`src/rtl/uart_tx_arbiter_if.sv`:
```
`default_nettype none
// ============================================================================
// uart_tx_arbiter_if : requester/transmitter bus of the UART TX arbiter
// Rev 1.0
// ============================================================================
interface uart_tx_arbiter_if #(
  parameter int NREQ = 4
) ();
  localparam int OW = (NREQ > 1) ? $clog2(NREQ) : 1;

  logic                 en;
  logic [NREQ-1:0]      req;
  logic [8*NREQ-1:0]    req_data;
  logic [NREQ-1:0]      grant;
  logic [7:0]           Tx_DATA;
  logic                 Tx_WR;
  logic                 Tx_BUSY;
  logic [OW-1:0]        owner;
  logic                 active;
  logic                 timeout_err;

  modport master (
    input  en, req, req_data, Tx_BUSY,
    output grant, Tx_DATA, Tx_WR, owner, active, timeout_err
  );

  modport slave (
    output en, req, req_data, Tx_BUSY,
    input  grant, Tx_DATA, Tx_WR, owner, active, timeout_err
  );
endinterface
`default_nettype wire

```
`src/rtl/uart_tx_arbiter.sv`:
```
`default_nettype none
// ============================================================================
// uart_tx_arbiter : round-robin arbiter feeding bytes to one UART transmitter
// Optional start timeout enabled by defining UART_ARB_TIMEOUT_EN.
// Rev 1.0
// ============================================================================
module uart_tx_arbiter #(
  parameter int NREQ        = 4,
  parameter int TIMEOUT_CYC = 1023
) (
  input  wire logic         clk,
  input  wire logic         reset,
  uart_tx_arbiter_if.master bus
);
  localparam int OW = (NREQ > 1) ? $clog2(NREQ) : 1;

  if (NREQ < 2 || NREQ > 8) begin : g_bad_nreq
    $error("uart_tx_arbiter: NREQ must be 2..8");
  end
  if (TIMEOUT_CYC < 1 || TIMEOUT_CYC > 65535) begin : g_bad_timeout
    $error("uart_tx_arbiter: TIMEOUT_CYC must be 1..65535");
  end

  typedef enum logic [1:0] {
    IDLE       = 2'd0,
    LOAD       = 2'd1,
    WAIT_START = 2'd2,
    WAIT_DONE  = 2'd3
  } state_t;

  state_t          r_state;
  logic [OW-1:0]   r_rr_ptr;
  logic [OW-1:0]   r_owner;
  logic [7:0]      r_tx_data;
  logic [NREQ-1:0] r_grant;
  logic            r_tx_wr;
  logic            r_active;

  logic [OW-1:0]   w_winner;
  logic [OW-1:0]   w_next_ptr;
  logic [7:0]      w_data;
  logic [NREQ-1:0] w_onehot;
  int              w_dist;
  int              w_best;

  // Winner is the requester with the smallest circular distance above rr_ptr.
  always_comb begin
    w_winner = r_rr_ptr;
    w_best   = NREQ;
    w_dist   = 0;
    for (int j = 0; j < NREQ; j++) begin
      if (bus.req[j]) begin
        if (j >= int'(r_rr_ptr)) w_dist = j - int'(r_rr_ptr);
        else                     w_dist = j + NREQ - int'(r_rr_ptr);
        if (w_dist < w_best) begin
          w_best   = w_dist;
          w_winner = OW'(j);
        end
      end
    end
  end

  always_comb begin
    w_data   = 8'h00;
    w_onehot = '0;
    for (int j = 0; j < NREQ; j++) begin
      if (OW'(j) == w_winner) begin
        w_data      = bus.req_data[8*j +: 8];
        w_onehot[j] = 1'b1;
      end
    end
  end

  assign w_next_ptr = (r_owner == OW'(NREQ - 1)) ? '0 : r_owner + OW'(1);

`ifdef UART_ARB_TIMEOUT_EN
  logic [15:0] r_cnt;
  logic        r_timeout_err;
`endif

  always_ff @(posedge clk or negedge reset) begin
    if (!reset) begin
      r_state   <= IDLE;
      r_rr_ptr  <= '0;
      r_owner   <= '0;
      r_tx_data <= 8'h00;
      r_grant   <= '0;
      r_tx_wr   <= 1'b0;
      r_active  <= 1'b0;
`ifdef UART_ARB_TIMEOUT_EN
      r_cnt         <= 16'd0;
      r_timeout_err <= 1'b0;
`endif
    end else begin
      r_grant <= '0;
      r_tx_wr <= 1'b0;
`ifdef UART_ARB_TIMEOUT_EN
      r_timeout_err <= 1'b0;
`endif
      case (r_state)
        IDLE: begin
          if (bus.en && (|bus.req)) begin
            r_state   <= LOAD;
            r_owner   <= w_winner;
            r_tx_data <= w_data;
            r_grant   <= w_onehot;
            r_tx_wr   <= 1'b1;
            r_active  <= 1'b1;
          end
        end
        LOAD: begin
          r_state <= WAIT_START;
`ifdef UART_ARB_TIMEOUT_EN
          r_cnt   <= 16'd0;
`endif
        end
        WAIT_START: begin
          if (bus.Tx_BUSY) begin
            r_state <= WAIT_DONE;
`ifdef UART_ARB_TIMEOUT_EN
          end else if (r_cnt == 16'(TIMEOUT_CYC - 1)) begin
            // Counter value TIMEOUT_CYC-1 here means TIMEOUT_CYC cycles elapsed.
            r_timeout_err <= 1'b1;
            r_state       <= IDLE;
            r_rr_ptr      <= w_next_ptr;
            r_active      <= 1'b0;
          end else begin
            r_cnt <= r_cnt + 16'd1;
`endif
          end
        end
        WAIT_DONE: begin
          if (!bus.Tx_BUSY) begin
            r_state  <= IDLE;
            r_rr_ptr <= w_next_ptr;
            r_active <= 1'b0;
          end
        end
        default: r_state <= IDLE;
      endcase
    end
  end

  assign bus.grant   = r_grant;
  assign bus.Tx_DATA = r_tx_data;
  assign bus.Tx_WR   = r_tx_wr;
  assign bus.owner   = r_owner;
  assign bus.active  = r_active;
`ifdef UART_ARB_TIMEOUT_EN
  assign bus.timeout_err = r_timeout_err;
`else
  assign bus.timeout_err = 1'b0;
`endif

endmodule
`default_nettype wire

```
`src/flat_wrapper.sv`:
```
// flat-port wrapper written by rule: the top's interface ports become plain ports
module uart_tx_arbiter_flat 
#(
  parameter int NREQ        = 4,
  parameter int TIMEOUT_CYC = 1023
)
  (clk, reset, bus_en, bus_req, bus_req_data, bus_Tx_BUSY, bus_grant, bus_Tx_DATA, bus_Tx_WR, bus_owner, bus_active, bus_timeout_err);
  uart_tx_arbiter_if #(.NREQ(NREQ)) bus_i ();
  input  wire logic clk;
  input  wire logic reset;
  input wire logic [$bits(bus_i.en)-1:0] bus_en;
  input wire logic [$bits(bus_i.req)-1:0] bus_req;
  input wire logic [$bits(bus_i.req_data)-1:0] bus_req_data;
  input wire logic [$bits(bus_i.Tx_BUSY)-1:0] bus_Tx_BUSY;
  output wire logic [$bits(bus_i.grant)-1:0] bus_grant;
  output wire logic [$bits(bus_i.Tx_DATA)-1:0] bus_Tx_DATA;
  output wire logic [$bits(bus_i.Tx_WR)-1:0] bus_Tx_WR;
  output wire logic [$bits(bus_i.owner)-1:0] bus_owner;
  output wire logic [$bits(bus_i.active)-1:0] bus_active;
  output wire logic [$bits(bus_i.timeout_err)-1:0] bus_timeout_err;
  assign bus_i.en = bus_en;
  assign bus_i.req = bus_req;
  assign bus_i.req_data = bus_req_data;
  assign bus_i.Tx_BUSY = bus_Tx_BUSY;
  assign bus_grant = bus_i.grant;
  assign bus_Tx_DATA = bus_i.Tx_DATA;
  assign bus_Tx_WR = bus_i.Tx_WR;
  assign bus_owner = bus_i.owner;
  assign bus_active = bus_i.active;
  assign bus_timeout_err = bus_i.timeout_err;
  uart_tx_arbiter #(.NREQ(NREQ), .TIMEOUT_CYC(TIMEOUT_CYC)) u_core (.clk(clk), .reset(reset), .bus(bus_i));
endmodule
```
`config.mk`:
```
export PLATFORM = sky130hd
export DESIGN_NAME = uart_tx_arbiter_flat
export DESIGN_NICKNAME = d
export VERILOG_FILES = /design/src/rtl/uart_tx_arbiter_if.sv /design/src/rtl/uart_tx_arbiter.sv /design/src/flat_wrapper.sv
export SDC_FILE = /design/constraint.sdc
export NUM_CORES = 1
export LEC_CHECK = 0
export ABC_AREA = 1
export BUFFER_PORTS_ARGS = -buffer_cell sky130_fd_sc_hd__buf_2
export CORE_UTILIZATION = 45
export DETAILED_ROUTE_END_ITERATION = 10
export GPL_TIMING_DRIVEN = 0
export PLACE_DENSITY = 0.84
export SYNTH_ARGS = -nofsm -noshare
export SYNTH_HDL_FRONTEND = slang
export SYNTH_SLANG_ARGS = --single-unit
```
`constraint.sdc`:
```
create_clock -name clk -period 4.2 [get_ports clk]
set_input_delay 0.63 -clock clk [delete_from_list [all_inputs] [get_ports clk]]
set_output_delay 0.63 -clock clk [all_outputs]
set_load 0.005 [all_outputs]
```
; After elaboration in Yosys (flattened, before gate mapping)
; Cells that the tools add are included.
[op_classes]
add_sub_neg = 8
n_lt_le_gt_ge = 7
eq_ne = 10
muxes = 41
bitwise = 1
n_reduce_logical = 9
[op_table]
columns = op, n
row1 = $mux W32, 13
row2 = $lt A32 B32 Y1, 3
row3 = $lt A32 B4 Y1 const B, 1
row4 = $mux W8, 4
row5 = $mux W2, 12
row6 = $sub A3 B2 Y4 const A, 3
row7 = $mux W1, 8
row8 = $mux W4, 2
row9 = $pmux W2 S4, 1
row10 = $eq A2 B2 Y1 const B, 3
row11 = $reduce_and A3 Y1, 2
row12 = $sub A1 B2 Y3 const A, 2
row13 = $sub A2 B2 Y3 const A, 2
row14 = $eq A2 B2 Y1 const A, 2
row15 = $ge A1 B2 Y1 const A, 2
row16 = $logic_not A2 Y1, 2
row17 = $ne A2 B2 Y1 const B, 2
row18 = $reduce_and A2 Y1, 2
row19 = $reduce_or A4 Y1, 1
row20 = $add A2 B1 Y2 const B, 1
row21 = $eq A1 B2 Y1 const A, 1
row22 = $eq A2 B1 Y1 const B, 1
row23 = $ge A2 B2 Y1 const A, 1
row24 = $ne A2 B1 Y1 const B, 1
row25 = other kinds (4), 4
[totals]
register_bits = 20
output_inout_bits = 17
word_cells = 83

; Depth between registers and ports, before layout
; Gate-level depths: netlist of the first run.
[logic_depth]
word_depth = 20
depth_mapped = 33

; Worst setup path before layout of the first run
; OpenSTA, ideal clock, no wires.
[synth_timing]
kind = reg2reg
from = reg u_core.r_rr_ptr[1]
to = reg u_core.r_tx_data[0] (netlist: u_core.bus.Tx_DATA[0])
setup_ns = 0.117
t_arrival_ns = 3.222
slack_ns = 0.861
stages_incl_launch_ff = 32
n_path_buf = 1
synth_period_minus_slack_ns = 3.339
path_cell_list = dfrtp_1 inv_1 ha_1 nand2_2 inv_2 ha_1 nor2_1 nand2_1 nand2_2 inv_1 o22ai_1 inv_1 ha_1 nand2_1 nand2_1 nand2_1 nand2_1 nand2_2 nand2_4 nand2_1 o21ai_0 ha_1 nand2_1 nand2_2 nand2_4 nand2_4 nand2_2 buf_6 o21ai_1 nand3_1 nand2_1 nand2_1
[synth_between]
elab_chain_cells = 20
[synth_lines]
columns = element, line_no
row1 = from (decl), uart_tx_arbiter.sv:32  ; logic [OW-1:0] r_rr_ptr;
row2 = from (signal assigned), uart_tx_arbiter.sv:135  ; r_rr_ptr <= w_next_ptr;
row3 = "$sub A3 B2 Y4, or another cell as far along", uart_tx_arbiter.sv:54  ; else w_dist = j + NREQ - int'(r_rr_ptr);
row4 = $mux W32, uart_tx_arbiter.sv:53  ; if (j >= int'(r_rr_ptr)) w_dist = j - int'(r_rr_ptr);
row5 = $mux W32, uart_tx_arbiter.sv:52  ; if (bus.req[j]) begin
row6 = $lt A32 B4 Y1, uart_tx_arbiter.sv:55  ; if (w_dist < w_best) begin
row7 = $mux W32, uart_tx_arbiter.sv:55
row8 = $mux W32, uart_tx_arbiter.sv:52
row9 = $lt A32 B32 Y1, uart_tx_arbiter.sv:55
row10 = $mux W32, uart_tx_arbiter.sv:55
row11 = (+2 left out), -
row12 = $mux W32, uart_tx_arbiter.sv:55
row13 = $mux W32, uart_tx_arbiter.sv:52
row14 = $lt A32 B32 Y1, uart_tx_arbiter.sv:55
row15 = $mux W2, uart_tx_arbiter.sv:55
row16 = $mux W2 *, uart_tx_arbiter.sv:52
row17 = $logic_not A2 Y1, uart_tx_arbiter.sv:67  ; if (OW'(j) == w_winner) begin
row18 = $mux W8 (3 in series), uart_tx_arbiter.sv:67
row19 = $mux W8 *, uart_tx_arbiter.sv:67
row20 = to (signal assigned), uart_tx_arbiter.sv:105  ; r_tx_data <= w_data;
row21 = to (decl), uart_tx_arbiter.sv:34  ; logic [7:0] r_tx_data;
; Mark *: on every way between the ends. The rest lies on a longest branch, timed or not. The select of a mux whose other input is x is not followed.
; A chain may end at the register's enable or synchronous reset.

; Worst setup path after layout of the first run
[layout_timing]
from = reg u_core.r_rr_ptr[1]
to = reg u_core.r_tx_data[6] (netlist: u_core.bus.Tx_DATA[6])
; Same word-level chain as after synthesis.

==> results.sh, run 1 <==
export IMPL_synth_edf_count=0
export IMPL_path_max_fanout=10
export IMPL_syn_avg_cell_area_um2=7.30
export IMPL_post_route_util_pct=60.8
export IMPL_max_stage_delay_ns=0.48
export IMPL_syn_area_um2=1520
export IMPL_finClkSkew_ns=0.00931
export IMPL_setup_violations=0
export IMPL_start_util_pct=48.5
export IMPL_register_area_um2=500
export IMPL_final_layout_size_suffix_gt1_share_pct=30.3
export IMPL_crit_arrival_ns=3.95
export IMPL_total_power_mw=1.47
export IMPL_clockBufferDepth=2
export IMPL_post_dp_hpwl_um=2710
export IMPL_ys_flop_type="dfrtp_1"
export IMPL_stdcell_count=311
export IMPL_min_period_ns=3.75
export IMPL_required_ns=4.40
export IMPL_fin_crit_sh_pct=89.2
export IMPL_cts_root_buf="clkbuf_4"
export IMPL_vias=1550
export IMPL_cts_setup_buffers=0
export IMPL_end_kind="flip-flop"
export IMPL_grt_max_degree=21
export IMPL_first_iter_violations=67
export IMPL_place_congestion=0.809
export IMPL_cts_htree_levels=1
export IMPL_drc=0
export IMPL_crit_top_cell="nand2_1"
export IMPL_syn_nets=263
export IMPL_placed_area_um2=1850
export IMPL_area_growth_synth_to_final_pct=25.2
export IMPL_grt_setup_unrepaired="false"
export IMPL_p_per_area_nw_per_um2=772
export IMPL_grt_usage_pct=20.6
export IMPL_setup_tns_final_ns=0
export IMPL_cts_tree="done"
export IMPL_cts_resized=0
export IMPL_slew_violations=0
export IMPL_via_per_inst=4.98
export IMPL_ys_ff_latch=20
export IMPL_maxCapViolCount=0
export IMPL_drt_total_wl_um=3450
export IMPL_postRouteAntennaNets=0
export IMPL_synth_cell_types=28
export IMPL_status="completed"
export IMPL_grt_pass1_vias=1360
export IMPL_grt_pass1_wl_um=5680
export IMPL_start_kind="flip-flop"
export IMPL_synth_seq_area_share_pct=33.0
export IMPL_coreArea_um2=3130
export IMPL_drt_pass1_iter_count=4
export IMPL_hold_viol=0
export IMPL_cts_sinks=20
export IMPL_dieWidth_um=60.1
export IMPL_gr_total_overflow=0
export IMPL_hold_buffers=0
export IMPL_antenna_found_initial=0
export IMPL_leakage_nw=1.12
export IMPL_yosys_warnings=0
export IMPL_dieArea_um2=3610
export IMPL_clock_latency_ns=0.31
export IMPL_cts_buffers=3
export IMPL_wire_per_inst_um=11.1
export IMPL_clkTransAtPathRegs_ns=0.12
export IMPL_diodes=0
export IMPL_multi_input_comb_area_um2=871
export IMPL_mostFrequentLayoutCells="nand2_1, buf_2, inv_1"
export IMPL_hold_path_class="in -> async"
export IMPL_dpl_cell_count=307
export IMPL_fp_dieH_um=60.1
export IMPL_synthArstFlopShare_pct=100
export IMPL_fillers=272
export IMPL_design_area_um2=1900
export IMPL_io_pins=57
export IMPL_nNetsFinal=323
export IMPL_num_rows=20
export IMPL_syn_inst=208
export IMPL_vdd_drop_max_uv=403
export IMPL_cp_slowest_cell="dfrtp_1"
export IMPL_final_common_cell="nand2_1"
export IMPL_crit_type="reg -> reg"
export IMPL_timing_fmax_mhz=267
export IMPL_port_buffers=55
-- per-layer routing --
metal  wire (µm)  GRT usage, %  share of wire, %
met1        1560          27.0                45
met3         174          5.41               5.0
met5           0             0                 0
met2        1700          33.8                49
met4          17          4.65              0.49
-- through the flow --
stage / hold WS (ns) / setup WS (ns)
after global placement: 0.462 / 0.602
final: 0.235 / 0.454
after CTS: 0.244 / 0.459
after global routing: 0.253 / 0.0289
after floorplan: 0.334 / 0.861
after detailed placement: 0.467 / 0.524
-- cell usage after synthesis, types with 3 or more instances --
cell | n | area (µm²)
nand3_1 | 15 | 75.1
nor3_1 | 5 | 25.0
inv_1 | 25 | 93.8
clkbuf_1 | 3 | 11.3
dfrtp_1 | 20 | 500
nand4_1 | 6 | 37.5
nor2_1 | 5 | 18.8
o21ai_0 | 7 | 35.0
a21oi_1 | 13 | 65.1
o21ai_1 | 7 | 35.0
nand2_1 | 58 | 218
nand2_2 | 7 | 43.8
nand2_4 | 3 | 33.8
inv_2 | 6 | 22.5
ha_1 | 15 | 188
-- worst max-delay path, delay by kind of cell, from the launching register on --
family          cells  cell delay (ns)
buf+inv             5             0.46
flops               1             0.48
fa+ha+maj           4             0.92
compound gates      3             0.34
simple gates       19             1.40
-- kinds of logic (layout without fill, tap and decap cells) --
family | count (synthesis) | in the layout | synth area share [%]
buffers and inverters | 36 | 95 | 9.65
muxes | 1 | 1 | 0.660
DFF | 20 | 20 | 33.0
and+or+nand+nor | 99 | 99 | 29.8
other | 1 | 1 | 0.247
adders and majority gates | 15 | 15 | 12.4
AOI/OAI and AO/OA | 36 | 36 | 14.3
-- registers in the layout, indices dropped and copies added (netlist names) --
signal / flops
u_core.bus.grant: 4
u_core.r_state: 2
u_core.bus.Tx_WR: 1
u_core.r_rr_ptr: 2
u_core.bus.owner: 2
u_core.bus.active: 1
u_core.bus.Tx_DATA: 8
-- area by class of cell --
type	count	share of cell area [%]
buffer	5	1.58
clock buffer	3	1.18
clock inverter	1	1.58
inverter	31	6.12
multi-input combinational	152	45.8
sequential	20	26.3
tap	44	2.90
timing repair buffer	55	14.5
-- final timing paths --
path | startpoint | end | slack (ns) | cells after the start
setup / recovery | u_core.r_rr_ptr[1] | u_core.bus.Tx_DATA[6] | 0.45 | 31
hold / removal | reset | u_core.bus.Tx_DATA[1] | 0.23 | 1
setup reg to reg | u_core.r_rr_ptr[1] | u_core.bus.Tx_DATA[6] | 0.45 | 31
hold reg to reg | u_core.bus.Tx_DATA[4] | u_core.bus.Tx_DATA[4] | 0.49 | 2
max in group asynchronous | reset | u_core.bus.grant[2] | 3.66 | 1
min in group clk | u_core.bus.Tx_DATA[4] | u_core.bus.Tx_DATA[4] | 0.49 | 2
-- report_power, final --
| part | internal, mW | switching [mW] | total [mW] |
|---|---|---|---|
| clock network | 0.0965 | 0.0626 | 0.159 |
| registers | 0.268 | 0.0551 | 0.323 |
| logic | 0.361 | 0.624 | 0.985 |
| total | 0.725 | 0.742 | 1.47 |
No activity file was read; power rests on OpenSTA's default activity.
==> run 2: changes to the inputs <==
--- a/config.mk
+++ b/config.mk
@@ -8,9 +8,11 @@
 export ABC_AREA = 1
 export BUFFER_PORTS_ARGS = -buffer_cell sky130_fd_sc_hd__buf_2
 export CORE_UTILIZATION = 45
+export CTS_BUF_LIST = sky130_fd_sc_hd__clkbuf_16
 export DETAILED_ROUTE_END_ITERATION = 10
 export GPL_TIMING_DRIVEN = 0
 export PLACE_DENSITY = 0.84
+export SKIP_LAST_GASP = 1
 export SYNTH_ARGS = -nofsm -noshare
 export SYNTH_HDL_FRONTEND = slang
 export SYNTH_SLANG_ARGS = --single-unit
==> results.sh, run 2 (same netlist as run 1, synthesis figures left out) <==
export IMPL_drt_pass1_iter_count=4
export IMPL_gr_total_overflow=0
export IMPL_nNetsFinal=323
export IMPL_p_int_uw=819
export IMPL_setup_tns_final_ns=0
export IMPL_area_growth_synth_to_final_pct=28.7
export IMPL_slew_violations=0
export IMPL_grt_util_met1_pct=27.9
export IMPL_start_kind="flip-flop"
export IMPL_clock_latency_ns=0.25
export IMPL_critical_path_startpoint="u_core.r_rr_ptr[1]"
export IMPL_gr_usage_met2_pct=34.1
export IMPL_grt_pass1_vias=1330
export IMPL_via_per_inst=4.93
export IMPL_mostFrequentLayoutCells="nand2_1, buf_2, inv_1"
export IMPL_start_util_pct=48.5
export IMPL_post_dp_hpwl_um=2710
export IMPL_wire_per_inst_um=11.5
export IMPL_dieArea_um2=3610
export IMPL_switching_power_uw=755
export IMPL_fin_crit_sh_pct=88.5
export IMPL_cp_depth=31
export IMPL_final_common_cell="nand2_1"
export IMPL_stdcell_count=311
export IMPL_io_pins=57
export IMPL_worst_r2r_path_depth=31
export IMPL_min_period_ns=3.72
export IMPL_crit_buf_inv=5
export IMPL_first_iter_violations=58
export IMPL_largest_reg_flops=8
export IMPL_cts_tree="done"
export IMPL_critical_path_top_delay_family="simple AND/OR/NAND/NOR gates"
export IMPL_end_kind="flip-flop"
export IMPL_grt_pass1_wl_um=5670
export IMPL_pwr_share_seq_pct=20.6
export IMPL_crit_end="u_core.bus.Tx_DATA[6]"
export IMPL_coreArea_um2=3130
export IMPL_cts_root_buf="clkbuf_16"
export IMPL_diodes=0
export IMPL_required_ns=4.34
export IMPL_hold_path_class="in -> async"
export IMPL_clockBufferDepth=2
export IMPL_maxCapViolCount=0
export IMPL_reg2reg_from="u_core.r_rr_ptr[1]"
export IMPL_postRouteAntennaNets=0
export IMPL_crit_top_cell="nand2_1"
export IMPL_grt_busiest_layer="met2"
export IMPL_cts_setup_buffers=0
export IMPL_clkTransAtPathRegs_ns=0.06
export IMPL_grt_setup_unrepaired="false"
export IMPL_crit_arrival_ns=3.86
export IMPL_vdd_drop_max_uv=408
export IMPL_p_sw_share_pct=47.9
export IMPL_status="completed"
export IMPL_cts_buffers=3
export IMPL_crit_type="reg -> reg"
export IMPL_dpl_cell_count=307
export IMPL_p_per_area_nw_per_um2=806
export IMPL_num_rows=20
export IMPL_port_buffers=55
export IMPL_grt_usage_pct=20.8
export IMPL_grt_max_degree=21
export IMPL_cts_sinks=20
export IMPL_crit_reg2reg_capture="u_core.bus.Tx_DATA[6]"
export IMPL_clkPwrFrac_pct=16.5
export IMPL_final_layout_size_suffix_gt1_share_pct=30.3
export IMPL_timing_fmax_mhz=269
export IMPL_max_stage_delay_ns=0.46
export IMPL_leakage_nw=1.15
export IMPL_cp_slowest_cell="dfrtp_1"
export IMPL_hold_viol=0
export IMPL_dieWidth_um=60.1
export IMPL_r2r_slack_ns=0.48
export IMPL_fp_dieH_um=60.1
export IMPL_power_frac_comb_pct=62.9
export IMPL_hold_buffers=0
export IMPL_setup_violations=0
export IMPL_use_met3_pct=4.33
export IMPL_antenna_found_initial=0
export IMPL_place_congestion=0.809
export IMPL_drt_total_wl_um=3570
export IMPL_cts_htree_levels=1
export IMPL_path_max_fanout=10
export IMPL_vias=1534
export IMPL_drc=0
export IMPL_cts_resized=0
export IMPL_finClkSkew_ns=0.00357
run 2: cell types whose count changed in the layout (fill, tap and decap cells not counted):
cell	previous run	this run
clkbuf_16	0	3
clkbuf_4	3	0
run 2: final cells by class:
| type | count | area (µm²) |
|---|---|---|
| well taps | 44 | 55.1 |
| flip-flops and latches | 20 | 500 |
| multi-input cells | 152 | 871 |
| clock buffers | 3 | 75.1 |
| repair buffers | 55 | 275 |
| fillers | 264 | 1170 |
| clock inverters | 1 | 30.0 |
| plain buffers | 5 | 30.0 |
| inverters | 31 | 116 |
run 2: layer usage:
| layer | up-vias | part of all wire (%) |
|---|---|---|
| li1 | 793 | - |
| met1 | 688 | 45 |
| met2 | 51 | 49 |
| met3 | 2 | 5.6 |
| met4 | 0 | 0.34 |
| met5 | - | 0 |
run 2: stage by stage:
step                      util [%]  hold WS [ns]  total power, mW  instance area, µm²  setup slack [ns]
after global placement        59.1         0.462             1.28                1850             0.602
after CTS                     62.4         0.334             1.57                1950             0.473
after global routing          62.4         0.355             1.73                1950            0.0476
after floorplan                  -         0.334             1.07                1520             0.861
final                         62.4         0.316             1.57                1950             0.482
after detailed placement      59.1         0.467             1.30                1850             0.524
run 2: how the worst min path moves through the flow:
stage	start	end	slack (ns)
after floorplan	reset	u_core.bus.Tx_DATA[0]	0.33
after CTS	reset	u_core.bus.Tx_DATA[1]	0.33
final	reset	u_core.bus.Tx_DATA[1]	0.32
after global routing	reset	u_core.bus.Tx_DATA[1]	0.36
after detailed placement	u_core.bus.Tx_DATA[4]	u_core.bus.Tx_DATA[4]	0.47
after global placement	u_core.bus.Tx_DATA[7]	u_core.bus.Tx_DATA[7]	0.46
run 2: worst register-to-register path, delay by kind of cell (launching register included):
kind	cells	cell delay, ns
AOI/OAI and AO/OA	3	0.34
adders and majority gates	4	0.92
buffers and inverters	5	0.46
DFF	1	0.46
and+or+nand+nor	19	1.39
run 2: power groups by stage:
| stage | Combinational, mW | Sequential (mW) | Clock [mW] |
|---|---|---|---|
| 4_1_cts | 0.986 | 0.324 | 0.264 |
| 3_3_place_gp | 0.951 | 0.325 | 0 |
| 6_report | 0.989 | 0.324 | 0.260 |
| 2_1_floorplan | 0.743 | 0.324 | 0 |
| 3_5_place_dp | 0.973 | 0.328 | 0 |
| 5_1_grt | 1.12 | 0.333 | 0.268 |
